===== config.mk =====
export PLATFORM = sky130hd
export DESIGN_NAME = mmio_uart_tx
export DESIGN_NICKNAME = d
export VERILOG_FILES = /design/src/rtl/mmio_uart_tx.sv
export SDC_FILE = /design/constraint.sdc
export NUM_CORES = 1
export LEC_CHECK = 0
export ABC_AREA = 1
export CAP_MARGIN = 20
export CORE_ASPECT_RATIO = 1.4
export CORE_MARGIN = 1
export CORE_UTILIZATION = 56
export CTS_BUF_LIST = sky130_fd_sc_hd__clkbuf_4 sky130_fd_sc_hd__clkbuf_8
export CTS_CLUSTER_SIZE = 8
export DETAILED_ROUTE_END_ITERATION = 10
export PLACE_DENSITY_LB_ADDON = 0.25
export SKIP_CTS_REPAIR_TIMING = 1
export SLEW_MARGIN = 0
export SYNTH_ARGS = -nofsm -noshare
export SYNTH_HDL_FRONTEND = slang
export SYNTH_SLANG_ARGS = --single-unit

===== constraint.sdc =====
create_clock -name clk_i -period 2.8 [get_ports clk_i]
set_input_delay 0.42 -clock clk_i [delete_from_list [all_inputs] [get_ports clk_i]]
set_output_delay 0.42 -clock clk_i [all_outputs]
set_load 0.005 [all_outputs]

===== src/rtl/mmio_uart_tx.sv =====
// Memory-mapped 8N1 UART transmitter: the CPU stores bytes into TXDATA, which feeds a TX FIFO and a
// serialiser. The CPU reads STATUS back through a registered read port that sits beside the data RAM.
module mmio_uart_tx #(
  parameter int unsigned     XLEN       = 32,
  parameter logic [XLEN-1:0] BASE_ADDR  = XLEN'(32'h0001_0000),
  parameter int unsigned     FIFO_DEPTH = 16,
  parameter int unsigned     CLK_DIV    = 104
) (
  input  logic            clk_i,
  input  logic            rst_n_i,
  input  logic [XLEN-1:0] dram_wr_addr_i,
  input  logic [XLEN-1:0] dram_wr_data_i,
  input  logic [3:0]      dram_wr_byte_en_i,
  input  logic [XLEN-1:0] dram_rd_addr_i,
  output logic            mmio_rd_sel_o,
  output logic [XLEN-1:0] mmio_rd_data_o,
  output logic            uart_tx_o,
  output logic            tx_busy_o
);

  localparam int unsigned PtrW = (FIFO_DEPTH > 1) ? $clog2(FIFO_DEPTH) : 1;
  localparam int unsigned CntW = $clog2(FIFO_DEPTH + 1);
  localparam int unsigned DivW = (CLK_DIV > 1) ? $clog2(CLK_DIV) : 1;
  localparam logic [DivW-1:0] DivMax = DivW'(CLK_DIV - 1);
  localparam logic [CntW-1:0] Depth  = CntW'(FIFO_DEPTH);

  typedef enum logic [1:0] {StIdle, StStart, StData, StStop} state_e;

  state_e            state_q, state_d;
  logic [DivW-1:0]   div_q, div_d;
  logic [2:0]        bit_q, bit_d;
  logic [7:0]        shift_q, shift_d;
  logic [PtrW-1:0]   wr_ptr_q, wr_ptr_d, rd_ptr_q, rd_ptr_d;
  logic [CntW-1:0]   count_q, count_d;
  logic              ovf_q, ovf_d;
  logic              rd_sel_q;
  logic [XLEN-1:0]   rd_data_q, status;
  logic [7:0]        mem_q [FIFO_DEPTH];

  logic wr_hit, rd_hit, push_req, clr_req, push, pop, full, empty;
  logic [8:0] count_ext;

  assign wr_hit   = dram_wr_addr_i[XLEN-1:3] == BASE_ADDR[XLEN-1:3];
  assign rd_hit   = dram_rd_addr_i[XLEN-1:3] == BASE_ADDR[XLEN-1:3];
  assign push_req = wr_hit && !dram_wr_addr_i[2] && dram_wr_byte_en_i[0];
  assign clr_req  = wr_hit && dram_wr_addr_i[2] && dram_wr_byte_en_i[0] && dram_wr_data_i[3];
  assign full     = count_q == Depth;
  assign empty    = count_q == '0;
  // Full is judged on pre-pop occupancy, so a push while full drops even if a pop happens.
  assign push     = push_req && !full;

  logic unused_bits;
  assign unused_bits = ^{dram_wr_data_i[XLEN-1:8], dram_wr_addr_i[1:0], dram_rd_addr_i[1:0],
                         dram_wr_byte_en_i[3:1]};

  assign count_ext = 9'(count_q);

  always_comb begin
    status        = '0;
    status[0]     = full;
    status[1]     = empty;
    status[2]     = state_q != StIdle;
    status[3]     = ovf_q;
    status[15:8]  = count_ext[7:0];
  end

  always_comb begin
    state_d = state_q;
    div_d   = div_q;
    bit_d   = bit_q;
    shift_d = shift_q;
    pop     = 1'b0;
    unique case (state_q)
      StIdle: begin
        if (!empty) begin
          pop     = 1'b1;
          shift_d = mem_q[rd_ptr_q];
          div_d   = '0;
          state_d = StStart;
        end
      end
      StStart: begin
        if (div_q == DivMax) begin
          div_d   = '0;
          bit_d   = '0;
          state_d = StData;
        end else begin
          div_d = div_q + DivW'(1);
        end
      end
      StData: begin
        if (div_q == DivMax) begin
          div_d   = '0;
          shift_d = shift_q >> 1;
          if (bit_q == 3'd7) state_d = StStop;
          else               bit_d   = bit_q + 3'd1;
        end else begin
          div_d = div_q + DivW'(1);
        end
      end
      StStop: begin
        if (div_q == DivMax) begin
          div_d   = '0;
          state_d = StIdle;
        end else begin
          div_d = div_q + DivW'(1);
        end
      end
      default: state_d = StIdle;
    endcase
  end

  always_comb begin
    wr_ptr_d = push ? wr_ptr_q + PtrW'(1) : wr_ptr_q;
    rd_ptr_d = pop  ? rd_ptr_q + PtrW'(1) : rd_ptr_q;
    count_d  = count_q;
    if (push && !pop)      count_d = count_q + CntW'(1);
    else if (!push && pop) count_d = count_q - CntW'(1);
    ovf_d = ovf_q;
    if (push_req && full) ovf_d = 1'b1;
    else if (clr_req)     ovf_d = 1'b0;
  end

  always_ff @(posedge clk_i or negedge rst_n_i) begin
    if (!rst_n_i) begin
      state_q   <= StIdle;
      div_q     <= '0;
      bit_q     <= '0;
      shift_q   <= '0;
      wr_ptr_q  <= '0;
      rd_ptr_q  <= '0;
      count_q   <= '0;
      ovf_q     <= 1'b0;
      rd_sel_q  <= 1'b0;
      rd_data_q <= '0;
    end else begin
      state_q   <= state_d;
      div_q     <= div_d;
      bit_q     <= bit_d;
      shift_q   <= shift_d;
      wr_ptr_q  <= wr_ptr_d;
      rd_ptr_q  <= rd_ptr_d;
      count_q   <= count_d;
      ovf_q     <= ovf_d;
      rd_sel_q  <= rd_hit;
      rd_data_q <= (rd_hit && dram_rd_addr_i[2]) ? status : '0;
    end
  end

  always_ff @(posedge clk_i) begin
    if (push) mem_q[wr_ptr_q] <= dram_wr_data_i[7:0];
  end

  always_comb begin
    uart_tx_o = 1'b1;
    unique case (state_q)
      StStart: uart_tx_o = 1'b0;
      StData:  uart_tx_o = shift_q[0];
      default: uart_tx_o = 1'b1;
    endcase
  end

  assign tx_busy_o      = !empty || (state_q != StIdle);
  assign mmio_rd_sel_o  = rd_sel_q;
  assign mmio_rd_data_o = rd_data_q;

endmodule


Word level (Yosys, flattened, before mapping). Memory sizes are Yosys's and may differ from the RTL's. Index checks and enable logic that the tools add are counted.

Register bits after elaboration: 48. Bits in writable memories: 128. Bits of input ports: 102. Output and inout bits: 35. Logic and storage cells: 84. Memories: 1.

Memories: mem_q (depth 16, bits a word 8, read ports 1, clocked after memory_dff 0, wr ports 1, RTL line 38) `logic [7:0] mem_q [FIFO_DEPTH];`.

Add/subtract/negate cells: 6. Eq/ne operators: 14. Muxes and demuxes: 26. Reduce and logical (&&, ||, !) cells: 27.

Operators by type and width (count): $eq 29x14->1 const B (2); $mux 8 (2); $pmux 8 s2 (1); $mux 7 (2); $pmux 7 s2 (1); $mux 13 (1); $ne 2x2->1 const B (6); $logic_and 1x1->1 (10); $mux 2 (5); $mux 5 (2); $reduce_bool 2->1 (5); $mux 3 (3); $add 4x1->4 const B (2); $pmux 2 s4 (1); $add 7x1->7 const B (1); $eq 7x7->1 const B (1); $mux 1 (6); $pmux 3 s2 (1); $add 5x1->5 const B (1); $eq 5x5->1 const B (1); $logic_not 1->1 (5); $logic_not 5->1 (1); $reduce_and 5->1 (1); $sub 5x1->5 const B (1); 10 further kinds (11).

Depth between registers and ports, before layout. Gate-level depths: netlist of run 1.

Depth in word-level cells: 8. Gate-level depth with buffers: 15. Mapped depth without buffers: 15.

Least setup slack after synthesis of run 1. No wires, ideal clock.

Path type: input to register. Start point: input port dram_wr_addr_i[5]. End point: register count_q[4]. Arrival time: 2.204 ns. Required time: 2.669 ns. Path slack: 0.465 ns. Stages: 15. Cell sequence: nor2_1 nand2_1 nor2_1 nand2_1 nor2_2 nand3_2 inv_2 ha_1 inv_1 ha_1 a21oi_1 o21ai_0 a21oi_1 o21ai_0 xor2_1.

Cells in the longest elaborated chain, start to end: 7. Elaborated cells on any way between the ends: 9. Those cells by class: 1 x eq/ne; 1 x mux; 7 x reduce/logical.

Ends and longest elaborated chain: from (decl) (RTL line 11) `input logic [XLEN-1:0] dram_wr_addr_i,`; $eq 29x14->1 * (RTL line 43) `assign wr_hit = dram_wr_addr_i[XLEN-1:3] == BASE_ADDR[XLEN-1:3];`; $logic_and 1x1->1 * (2 in series) (RTL line 45) `assign push_req = wr_hit && !dram_wr_addr_i[2] && dram_wr_byte_en_i[0];`; $logic_and 1x1->1 * (RTL line 50) `assign push = push_req && !full;`; via push (RTL line 40) `logic wr_hit, rd_hit, push_req, clr_req, push, pop, full, empty;`; $logic_not 1->1 (RTL line 118) `else if (!push && pop) count_d = count_q - CntW'(1);`; $logic_and 1x1->1 (RTL line 118); $reduce_bool 2->1 (no line); to (signal assigned) (RTL line 143) `count_q <= count_d;`; to (decl) (RTL line 34) `logic [CntW-1:0] count_q, count_d;`.

Mark *: on every way through the listed nets, which the timed path passes. The rest lies on a longest branch. A chain may end at the register's enable or synchronous reset.

Worst setup path after layout of run 1.
Start point: register state_q[0]. End point: output port tx_busy_o.

Cells in the longest elaborated chain, start to end: 2.

Ends and longest elaborated chain: from (decl) (RTL line 29) `state_e state_q, state_d;`; from (signal assigned) (RTL line 126) `state_q <= StIdle;`; from (signal assigned) (RTL line 137) `state_q <= state_d;`; $reduce_bool 2->1 (RTL line 163) `assign tx_busy_o = !empty || (state_q != StIdle);`; $logic_or 1x1->1 (RTL line 163); to (decl) (RTL line 18) `output logic tx_busy_o`.

Every way passes these cells.

==> impl_metrics.xml, run 1 <==
<?xml version="1.0" encoding="UTF-8"?>
<metrics>
  <group name="outcome">
    <metric name="status" unit="">finished, violations left</metric>
    <metric name="failing_checks" unit="">negative hold slack</metric>
  </group>
  <group name="cts">
    <metric name="clkTransAtPathRegs" unit="ns">0.10</metric>
    <metric name="ctsLongestPathBuffers" unit="">2</metric>
    <metric name="clock-root-buffer" unit="">sky130_fd_sc_hd__clkbuf_8</metric>
    <metric name="cts_max_level" unit="">4</metric>
    <metric name="worst_skew_pair_latency" unit="ns">0.46</metric>
    <metric name="cts_tree" unit="">yes</metric>
    <metric name="numClockSinks" unit="">172</metric>
    <metric name="cts_inserted_buffers" unit="">17</metric>
  </group>
  <group name="route">
    <metric name="routed_wl" unit="um">17400</metric>
    <metric name="vias_per_cell" unit="">5.08</metric>
    <metric name="via_count" unit="">6304</metric>
    <metric name="detail_route.drc_violations" unit="">0</metric>
    <metric name="first_pass_iters" unit="">5</metric>
    <metric name="ant_nets" unit="">0</metric>
    <metric name="route.detailed.wl_per_inst" unit="um">14.0</metric>
    <metric name="drt-initial-drc-count" unit="">376</metric>
  </group>
  <group name="timing">
    <metric name="post-route-worst-setup-slack" unit="ns">0.243</metric>
    <metric name="timing.final.crit_share" unit="%">91.3</metric>
    <metric name="worst_pin_slew" unit="ns">0.816</metric>
    <metric name="setup_violations" unit="">0</metric>
    <metric name="slew_headroom" unit="%">45.4</metric>
    <metric name="grt_setup_unrepaired" unit="">no</metric>
    <metric name="post-route-min-period" unit="ns">2.56</metric>
    <metric name="max_freq" unit="MHz">391</metric>
    <metric name="report.final.hold_viol_count" unit="">14</metric>
    <metric name="hold_ws" unit="ns">-0.00761</metric>
    <metric name="worst_clock_skew" unit="ns">0.0235</metric>
    <metric name="report.final.slew_viol_count" unit="">0</metric>
  </group>
  <group name="cells_and_area">
    <metric name="design.final.nets" unit="">1159</metric>
    <metric name="postLayoutCoreUtil" unit="%">68.5</metric>
    <metric name="regArea" unit="sq um">4950</metric>
    <metric name="synthToLayoutAreaGrowth" unit="%">18.8</metric>
    <metric name="filler_cell_count" unit="">1161</metric>
    <metric name="num_antenna_cells" unit="">0</metric>
    <metric name="final_layout_size_suffix_gt1_share" unit="%">9.99</metric>
    <metric name="multi_input_area" unit="sq um">2740</metric>
  </group>
  <group name="floorplanning">
    <metric name="floorplan.die_area" unit="sq um">15500</metric>
    <metric name="fp-row-count" unit="">52</metric>
    <metric name="initial_core_util" unit="%">57.7</metric>
    <metric name="die_h" unit="um">147</metric>
    <metric name="design.core.area" unit="sq um">14600</metric>
    <metric name="die_x" unit="um">106</metric>
    <metric name="ios" unit="">137</metric>
  </group>
  <group name="logic_synthesis">
    <metric name="yosys-mux-area-fraction" unit="%">0</metric>
    <metric name="yosys.area_share.xor_xnor" unit="%">0.834</metric>
    <metric name="number_of_synthesized_register_bits" unit="">172</metric>
    <metric name="synth-edff-count" unit="">128</metric>
    <metric name="netlist_instances" unit="">918</metric>
    <metric name="synth_warnings" unit="">0</metric>
    <metric name="postSynthAreaPerCell" unit="sq um">9.16</metric>
    <metric name="synth.largest_area_cell" unit="">sky130_fd_sc_hd__edfxtp_1</metric>
    <metric name="ys_top_cells_by_count" unit="">sky130_fd_sc_hd__nand2_1 (245), sky130_fd_sc_hd__edfxtp_1 (128), sky130_fd_sc_hd__nor2_1 (127)</metric>
    <metric name="synth_largest_type_area_fraction" unit="%">45.7</metric>
    <metric name="post_synth_instance_area" unit="sq um">8400</metric>
    <metric name="synthMostInstantiatedCell" unit="">sky130_fd_sc_hd__nand2_1</metric>
    <metric name="synth_sequential_area_ratio" unit="%">58.8</metric>
    <metric name="synthDistinctLibCells" unit="">34</metric>
    <metric name="post_synth_main_area_contributors" unit="">sky130_fd_sc_hd__edfxtp_1 (46%), sky130_fd_sc_hd__dfrtp_1 (13%), sky130_fd_sc_hd__nand2_1 (11%)</metric>
    <metric name="synth_top_family_by_area" unit="">simple AND/OR/NAND/NOR gates</metric>
    <metric name="postSynth.asyncResetShare" unit="%">25.6</metric>
    <metric name="synthSimpleGateAreaFrac" unit="%">24.9</metric>
    <metric name="fraction_of_the_mapped_netlist_area_in_compound_gates" unit="%">2.95</metric>
    <metric name="synth_ff_type" unit="">sky130_fd_sc_hd__edfxtp_1</metric>
    <metric name="synth-adder-area-share" unit="%">2.92</metric>
  </group>
  <group name="critical_path">
    <metric name="cp.arrival" unit="ns">2.14</metric>
    <metric name="critPathKind" unit="">flip-flop to output port</metric>
    <metric name="start_kind" unit="">flip-flop</metric>
    <metric name="cp_cell_sequence" unit="">inv_1, ha_1, inv_1, nor2_1, inv_2, clkdlybuf4s50_1</metric>
    <metric name="slowest_stage" unit="">sky130_fd_sc_hd__clkdlybuf4s50_1</metric>
    <metric name="worstPathRequired" unit="ns">2.38</metric>
    <metric name="r2r_worst_path_depth" unit="">11</metric>
    <metric name="slowest_delay" unit="ns">0.56</metric>
    <metric name="maximum_fanout_along_the_worst_path" unit="">17</metric>
    <metric name="critical_path.endpoint_type" unit="">output port</metric>
    <metric name="worst_path_most_repeated_cell" unit="">sky130_fd_sc_hd__inv_1</metric>
  </group>
  <group name="global_routing">
    <metric name="gr-total-overflow" unit="">0</metric>
    <metric name="grt_antenna_before_repair" unit="">0</metric>
    <metric name="grt_start_max_net_pins" unit="">71</metric>
    <metric name="groute.usage.overall" unit="%">24.3</metric>
    <metric name="grt_pass1_vias" unit="">6210</metric>
    <metric name="first_pass_grt_wire_length" unit="um">29100</metric>
  </group>
  <group name="power_and_ir_drop">
    <metric name="peakVddDrop" unit="mV">0.248</metric>
    <metric name="power.density" unit="nW/um^2">476</metric>
    <metric name="leakage" unit="nW">4.46</metric>
  </group>
  <group name="place">
    <metric name="detailedPlace.worstSlack" unit="ns">-0.156</metric>
    <metric name="place_congestion" unit="">0.827</metric>
    <metric name="dp.final_hpwl" unit="um">11700</metric>
    <metric name="port_buffers" unit="">82</metric>
  </group>
  <group name="min_path">
    <metric name="worst_hold_path_type" unit="">input port to asynchronous set/reset pin</metric>
  </group>
  <group name="job">
    <metric name="max_cap_violations" unit="">0</metric>
  </group>
</metrics>
==> sequential cells by signal (all words and copies together), names as in the netlist, 2 cells and up <==
signal and cells:
wr_ptr_q 4, count_q 5, mmio_rd_data_o 9, mem_q 128
shift_q 8, state_q 2, bit_q 3, rd_ptr_q 4
div_q 7
==> path summary, 6_finish.rpt <==
path | to | slack, ns | from
worst max-delay path | tx_busy_o | 0.24 | state_q[0]
worst min-delay path | div_q[5] | -0.008 | rst_n_i
worst max register to register | count_q[4] | 0.39 | count_q[2]
worst min register to register | shift_q[6] | 0.49 | shift_q[6]
max in group asynchronous | count_q[1] | 2.09 | rst_n_i
min in group clk_i | shift_q[6] | 0.49 | shift_q[6]
==> cell usage in the layout, fill, tap and decap left out, types with 2 or more instances in the layout <==
| cell type | netlist | final |
|---|---|---|
| sky130_fd_sc_hd__clkbuf_8 | 0 | 19 |
| sky130_fd_sc_hd__o211ai_1 | 4 | 4 |
| sky130_fd_sc_hd__nor2_1 | 127 | 127 |
| sky130_fd_sc_hd__conb_1 | 1 | 23 |
| sky130_fd_sc_hd__ha_1 | 18 | 18 |
| sky130_fd_sc_hd__o31ai_1 | 2 | 2 |
| sky130_fd_sc_hd__a21oi_1 | 11 | 11 |
| sky130_fd_sc_hd__inv_1 | 114 | 114 |
| sky130_fd_sc_hd__nand3_1 | 100 | 100 |
| sky130_fd_sc_hd__o21ai_0 | 23 | 23 |
| sky130_fd_sc_hd__dfrtp_1 | 44 | 43 |
| sky130_fd_sc_hd__inv_2 | 6 | 6 |
| sky130_fd_sc_hd__bufinv_16 | 0 | 2 |
| sky130_fd_sc_hd__inv_4 | 0 | 2 |
| sky130_fd_sc_hd__edfxtp_1 | 128 | 128 |
| sky130_fd_sc_hd__xor2_1 | 7 | 7 |
| sky130_fd_sc_hd__nor3_1 | 4 | 4 |
| sky130_fd_sc_hd__inv_6 | 0 | 6 |
| sky130_fd_sc_hd__nand3b_1 | 2 | 2 |
| sky130_fd_sc_hd__nand2_2 | 6 | 6 |
| sky130_fd_sc_hd__nand4_1 | 7 | 7 |
| sky130_fd_sc_hd__clkinv_1 | 2 | 2 |
| sky130_fd_sc_hd__nand2_1 | 245 | 245 |
| sky130_fd_sc_hd__clkdlybuf4s50_1 | 0 | 81 |
| sky130_fd_sc_hd__nor2_2 | 5 | 5 |
| sky130_fd_sc_hd__buf_4 | 26 | 48 |
==> final cells by class <==
| type | instances | area share [%] |
|---|---|---|
| clock buffer | 19 | 2.62 |
| clock inverter | 13 | 1.50 |
| inverter | 122 | 4.58 |
| multi-input combinational | 594 | 27.4 |
| sequential | 172 | 49.5 |
| tap | 189 | 2.37 |
| timing repair buffer | 131 | 12.0 |
==> power breakdown <==
group	switching [mW]	internal (mW)	total, mW
clock	0.943	0.865	1.81
combinational	0.0910	0.117	0.208
sequential	0.00000000665	2.74	2.74
==> kinds of logic after synthesis <==
logic type | count (synthesis)
AND/OR/NAND/NOR | 501
buffers and inverters | 174
flip-flops | 172
AO/OA/AOI/OAI | 43
adder cells (fa/ha/maj) | 19
XOR/XNOR | 8
other | 1
==> through the flow <==
| step | cell area [sq um] | TNS [ns] | power, mW | instances |
|---|---|---|---|---|
| after floorplan | 8490 | 0 | 2.86 | 940 |
| after global placement | 9580 | -0.136 | 3.00 | 1208 |
| after detailed placement | 9580 | -0.156 | 3.00 | 1208 |
| after CTS | 9990 | 0 | 4.77 | 1240 |
| after global routing | 9990 | 0 | 4.88 | 1240 |
| final | 9990 | 0 | 4.76 | 1240 |
==> critical path, delay by kind of cell (launching register included) <==
| kind | cells | cell delay (ns) |
|---|---|---|
| AND/OR/NAND/NOR | 1 | 0.05 |
| adder cells (fa/ha/maj) | 1 | 0.26 |
| buffers and inverters | 4 | 0.97 |
| flip-flops | 1 | 0.41 |
==> layer usage <==
metal / share of wire, % / global-route usage [%] / up-vias
li1: - / - / 3128
met1: 39 / 28.7 / 2914
met2: 53 / 43.3 / 229
met3: 5.4 / 4.84 / 33
met4: 2.5 / 9.24 / 0
met5: 0 / 0 / -
Note: power is estimated with default switching activity, not from simulation.
==> run 2: changes to the inputs <==
- CORE_UTILIZATION: 56 -> 60
- CTS_CLUSTER_SIZE: 8 -> not set
- DONT_BUFFER_PORTS: not set -> 1
- clock period: 2.8 -> 2.5 ns (I/O delays scaled with it)
==> run 2 against run 1 <==
Against the previous run: the flow now finishes without violations; core utilization is 0.51 points lower; clock skew shrank 0.011 ns; sequential power increased by 12%; flip-flop and latch count is the same; cell count down 7.7%; critical path depth up 6; die area fell by 6.6%; critical endpoint is now count_q[4]; highest routed layer unchanged.
==> impl_metrics.xml, run 2 (synthesis gave the netlist of run 1 again) <==
<?xml version="1.0" encoding="UTF-8"?>
<metrics>
  <group name="place">
    <metric name="place_congestion" unit="">0.818</metric>
    <metric name="placed_area" unit="sq um">8610</metric>
    <metric name="dp.final_hpwl" unit="um">11600</metric>
    <metric name="port_buffers" unit="">0</metric>
  </group>
  <group name="cells_and_area">
    <metric name="final_layout_size_suffix_gt1_share" unit="%">9.24</metric>
    <metric name="largest_register_ff_count" unit="">128</metric>
    <metric name="postLayoutCoreUtil" unit="%">68.0</metric>
    <metric name="synthToLayoutAreaGrowth" unit="%">9.38</metric>
    <metric name="mostFrequentLayoutCell" unit="">sky130_fd_sc_hd__nand2_1</metric>
    <metric name="layout.cells.most_common_list" unit="">sky130_fd_sc_hd__nand2_1 (245), sky130_fd_sc_hd__edfxtp_1 (128), sky130_fd_sc_hd__nor2_1 (127), sky130_fd_sc_hd__inv_1 (113), sky130_fd_sc_hd__nand3_1 (100)</metric>
    <metric name="register_with_the_most_flip_flops" unit="">mem_q</metric>
    <metric name="num_antenna_cells" unit="">0</metric>
    <metric name="filler_cell_count" unit="">1072</metric>
    <metric name="design.final.nets" unit="">1071</metric>
    <metric name="finish.instance_area" unit="sq um">9190</metric>
  </group>
  <group name="timing">
    <metric name="post-route-min-period" unit="ns">2.31</metric>
    <metric name="slew_headroom" unit="%">50.4</metric>
    <metric name="max_freq" unit="MHz">433</metric>
    <metric name="tns" unit="ns">0</metric>
    <metric name="setup_violations" unit="">0</metric>
    <metric name="worst_clock_skew" unit="ns">0.0124</metric>
    <metric name="report.final.hold_viol_count" unit="">0</metric>
    <metric name="timing.final.crit_share" unit="%">92.4</metric>
    <metric name="hold_ws" unit="ns">0.0523</metric>
    <metric name="worst_pin_slew" unit="ns">0.742</metric>
    <metric name="report.final.slew_viol_count" unit="">0</metric>
  </group>
  <group name="min_path">
    <metric name="worst_hold_path_type" unit="">input port to flip-flop</metric>
    <metric name="holdCritStartpoint" unit="">dram_wr_byte_en_i[0]</metric>
  </group>
  <group name="route">
    <metric name="highest-signal-layer" unit="">met4</metric>
    <metric name="routed_wl" unit="um">17200</metric>
    <metric name="met2_length" unit="um">9330</metric>
    <metric name="route.detailed.wl_per_inst" unit="um">15.1</metric>
    <metric name="ant_nets" unit="">0</metric>
    <metric name="vias_per_cell" unit="">5.21</metric>
    <metric name="drt-initial-drc-count" unit="">402</metric>
    <metric name="first_pass_iters" unit="">5</metric>
    <metric name="via_count" unit="">5962</metric>
    <metric name="drt-met1-wl" unit="um">6410</metric>
    <metric name="detail_route.drc_violations" unit="">0</metric>
    <metric name="route.met3.wl" unit="um">974</metric>
  </group>
  <group name="cts">
    <metric name="ctsLongestPathBuffers" unit="">2</metric>
    <metric name="cts_inserted_buffers" unit="">17</metric>
    <metric name="cts_tree" unit="">yes</metric>
    <metric name="worst_skew_pair_latency" unit="ns">0.46</metric>
    <metric name="numClockSinks" unit="">172</metric>
    <metric name="cts_max_level" unit="">4</metric>
    <metric name="clkTransAtPathRegs" unit="ns">0.09</metric>
    <metric name="clock-root-buffer" unit="">sky130_fd_sc_hd__clkbuf_8</metric>
  </group>
  <group name="critical_path">
    <metric name="maximum_fanout_along_the_worst_path" unit="">4</metric>
    <metric name="r2r-start" unit="">count_q[3]</metric>
    <metric name="crit_path_start" unit="">count_q[3]</metric>
    <metric name="critical_path.endpoint_type" unit="">flip-flop</metric>
    <metric name="cp.arrival" unit="ns">2.65</metric>
    <metric name="critPathKind" unit="">flip-flop to flip-flop</metric>
    <metric name="start_kind" unit="">flip-flop</metric>
    <metric name="worstPathRequired" unit="ns">2.84</metric>
  </group>
  <group name="floorplanning">
    <metric name="ios" unit="">137</metric>
    <metric name="fp-row-count" unit="">50</metric>
    <metric name="design.core.area" unit="sq um">13500</metric>
    <metric name="initial_core_util" unit="%">62.2</metric>
    <metric name="die_h" unit="um">142</metric>
    <metric name="floorplan.die_area" unit="sq um">14500</metric>
    <metric name="die_x" unit="um">102</metric>
  </group>
  <group name="global_routing">
    <metric name="grt_pass1_vias" unit="">5769</metric>
    <metric name="groute.usage.overall" unit="%">25.5</metric>
    <metric name="grt_antenna_before_repair" unit="">0</metric>
    <metric name="first_pass_grt_wire_length" unit="um">27200</metric>
    <metric name="gr-total-overflow" unit="">0</metric>
    <metric name="grt_start_max_net_pins" unit="">71</metric>
  </group>
  <group name="power_and_ir_drop">
    <metric name="power.total" unit="mW">5.27</metric>
    <metric name="leakage" unit="nW">4.12</metric>
    <metric name="power.density" unit="nW/um^2">573</metric>
    <metric name="peakVddDrop" unit="mV">0.581</metric>
  </group>
  <group name="job">
    <metric name="max_cap_violations" unit="">0</metric>
  </group>
  <group name="outcome">
    <metric name="status" unit="">completed</metric>
  </group>
</metrics>
## run 2: changes by cell type in the layout (fill, tap and decap cells not counted), moves of 2 or more
cell | before | now
sky130_fd_sc_hd__dlygate4sd3_1 | 0 | 10
sky130_fd_sc_hd__clkbuf_8 | 19 | 17
sky130_fd_sc_hd__clkinvlp_4 | 0 | 2
sky130_fd_sc_hd__clkdlybuf4s50_1 | 81 | 0
sky130_fd_sc_hd__inv_4 | 2 | 0
sky130_fd_sc_hd__buf_4 | 48 | 31
## run 2: final cells by class
class                      instances  area [sq um]  share of cell area, %
inverter                         122           458                   4.98
clock inverter                    15           201                   2.19
tap                              182           228                   2.48
sequential                       172          4950                   53.8
clock buffer                      17           234                   2.55
multi-input combinational        594          2750                   29.9
timing repair buffer              43           380                   4.14
## run 2: path summary, 6_finish.rpt
path	slack, ns	to	depth (start not counted)
worst max-delay path	0.19	count_q[4]	12
worst max register to register	0.19	count_q[4]	12
worst min register to register	0.49	shift_q[6]	2
max in group asynchronous	1.89	ovf_q	2
worst min-delay path	0.05	wr_ptr_q[3]	2
min in group asynchronous	0.40	shift_q[2]	2
## run 2: where the power goes
group / total [mW] / leakage [nW] / internal, mW / switching [mW]
logic: 0.111 / 2.20 / 0.0316 / 0.0793
clock network: 2.09 / 0.215 / 1.03 / 1.07
registers: 3.07 / 1.70 / 3.07 / 0.00000000720
## run 2: worst max-delay path: stages (launching register included)
cell                      delay (ns)
sky130_fd_sc_hd__dfrtp_1        0.41
sky130_fd_sc_hd__inv_1          0.15
sky130_fd_sc_hd__nand4_1        0.21
sky130_fd_sc_hd__nand3_2        0.15
sky130_fd_sc_hd__inv_2          0.05
sky130_fd_sc_hd__ha_1           0.23
sky130_fd_sc_hd__inv_2          0.10
sky130_fd_sc_hd__ha_1           0.26
sky130_fd_sc_hd__a21oi_1        0.16
sky130_fd_sc_hd__o21ai_1        0.09
sky130_fd_sc_hd__a21oi_1        0.11
sky130_fd_sc_hd__o21ai_0        0.11
sky130_fd_sc_hd__xor2_1         0.15
## run 2: metal layers
layer / GRT usage, % / vias up
met1: 29.2 / 2771
met4: 11.6 / 0
met3: 4.72 / 32
met2: 45.7 / 206
li1: - / 2953
met5: 0 / -
## run 2: stage by stage
stage	instances	setup slack [ns]
2_1_floorplan	940	0.186
3_3_place_gp	1100	0.0874
3_5_place_dp	1100	0.0274
4_1_cts	1132	0.0823
5_1_grt	1145	-0.00116
6_report	1145	0.189
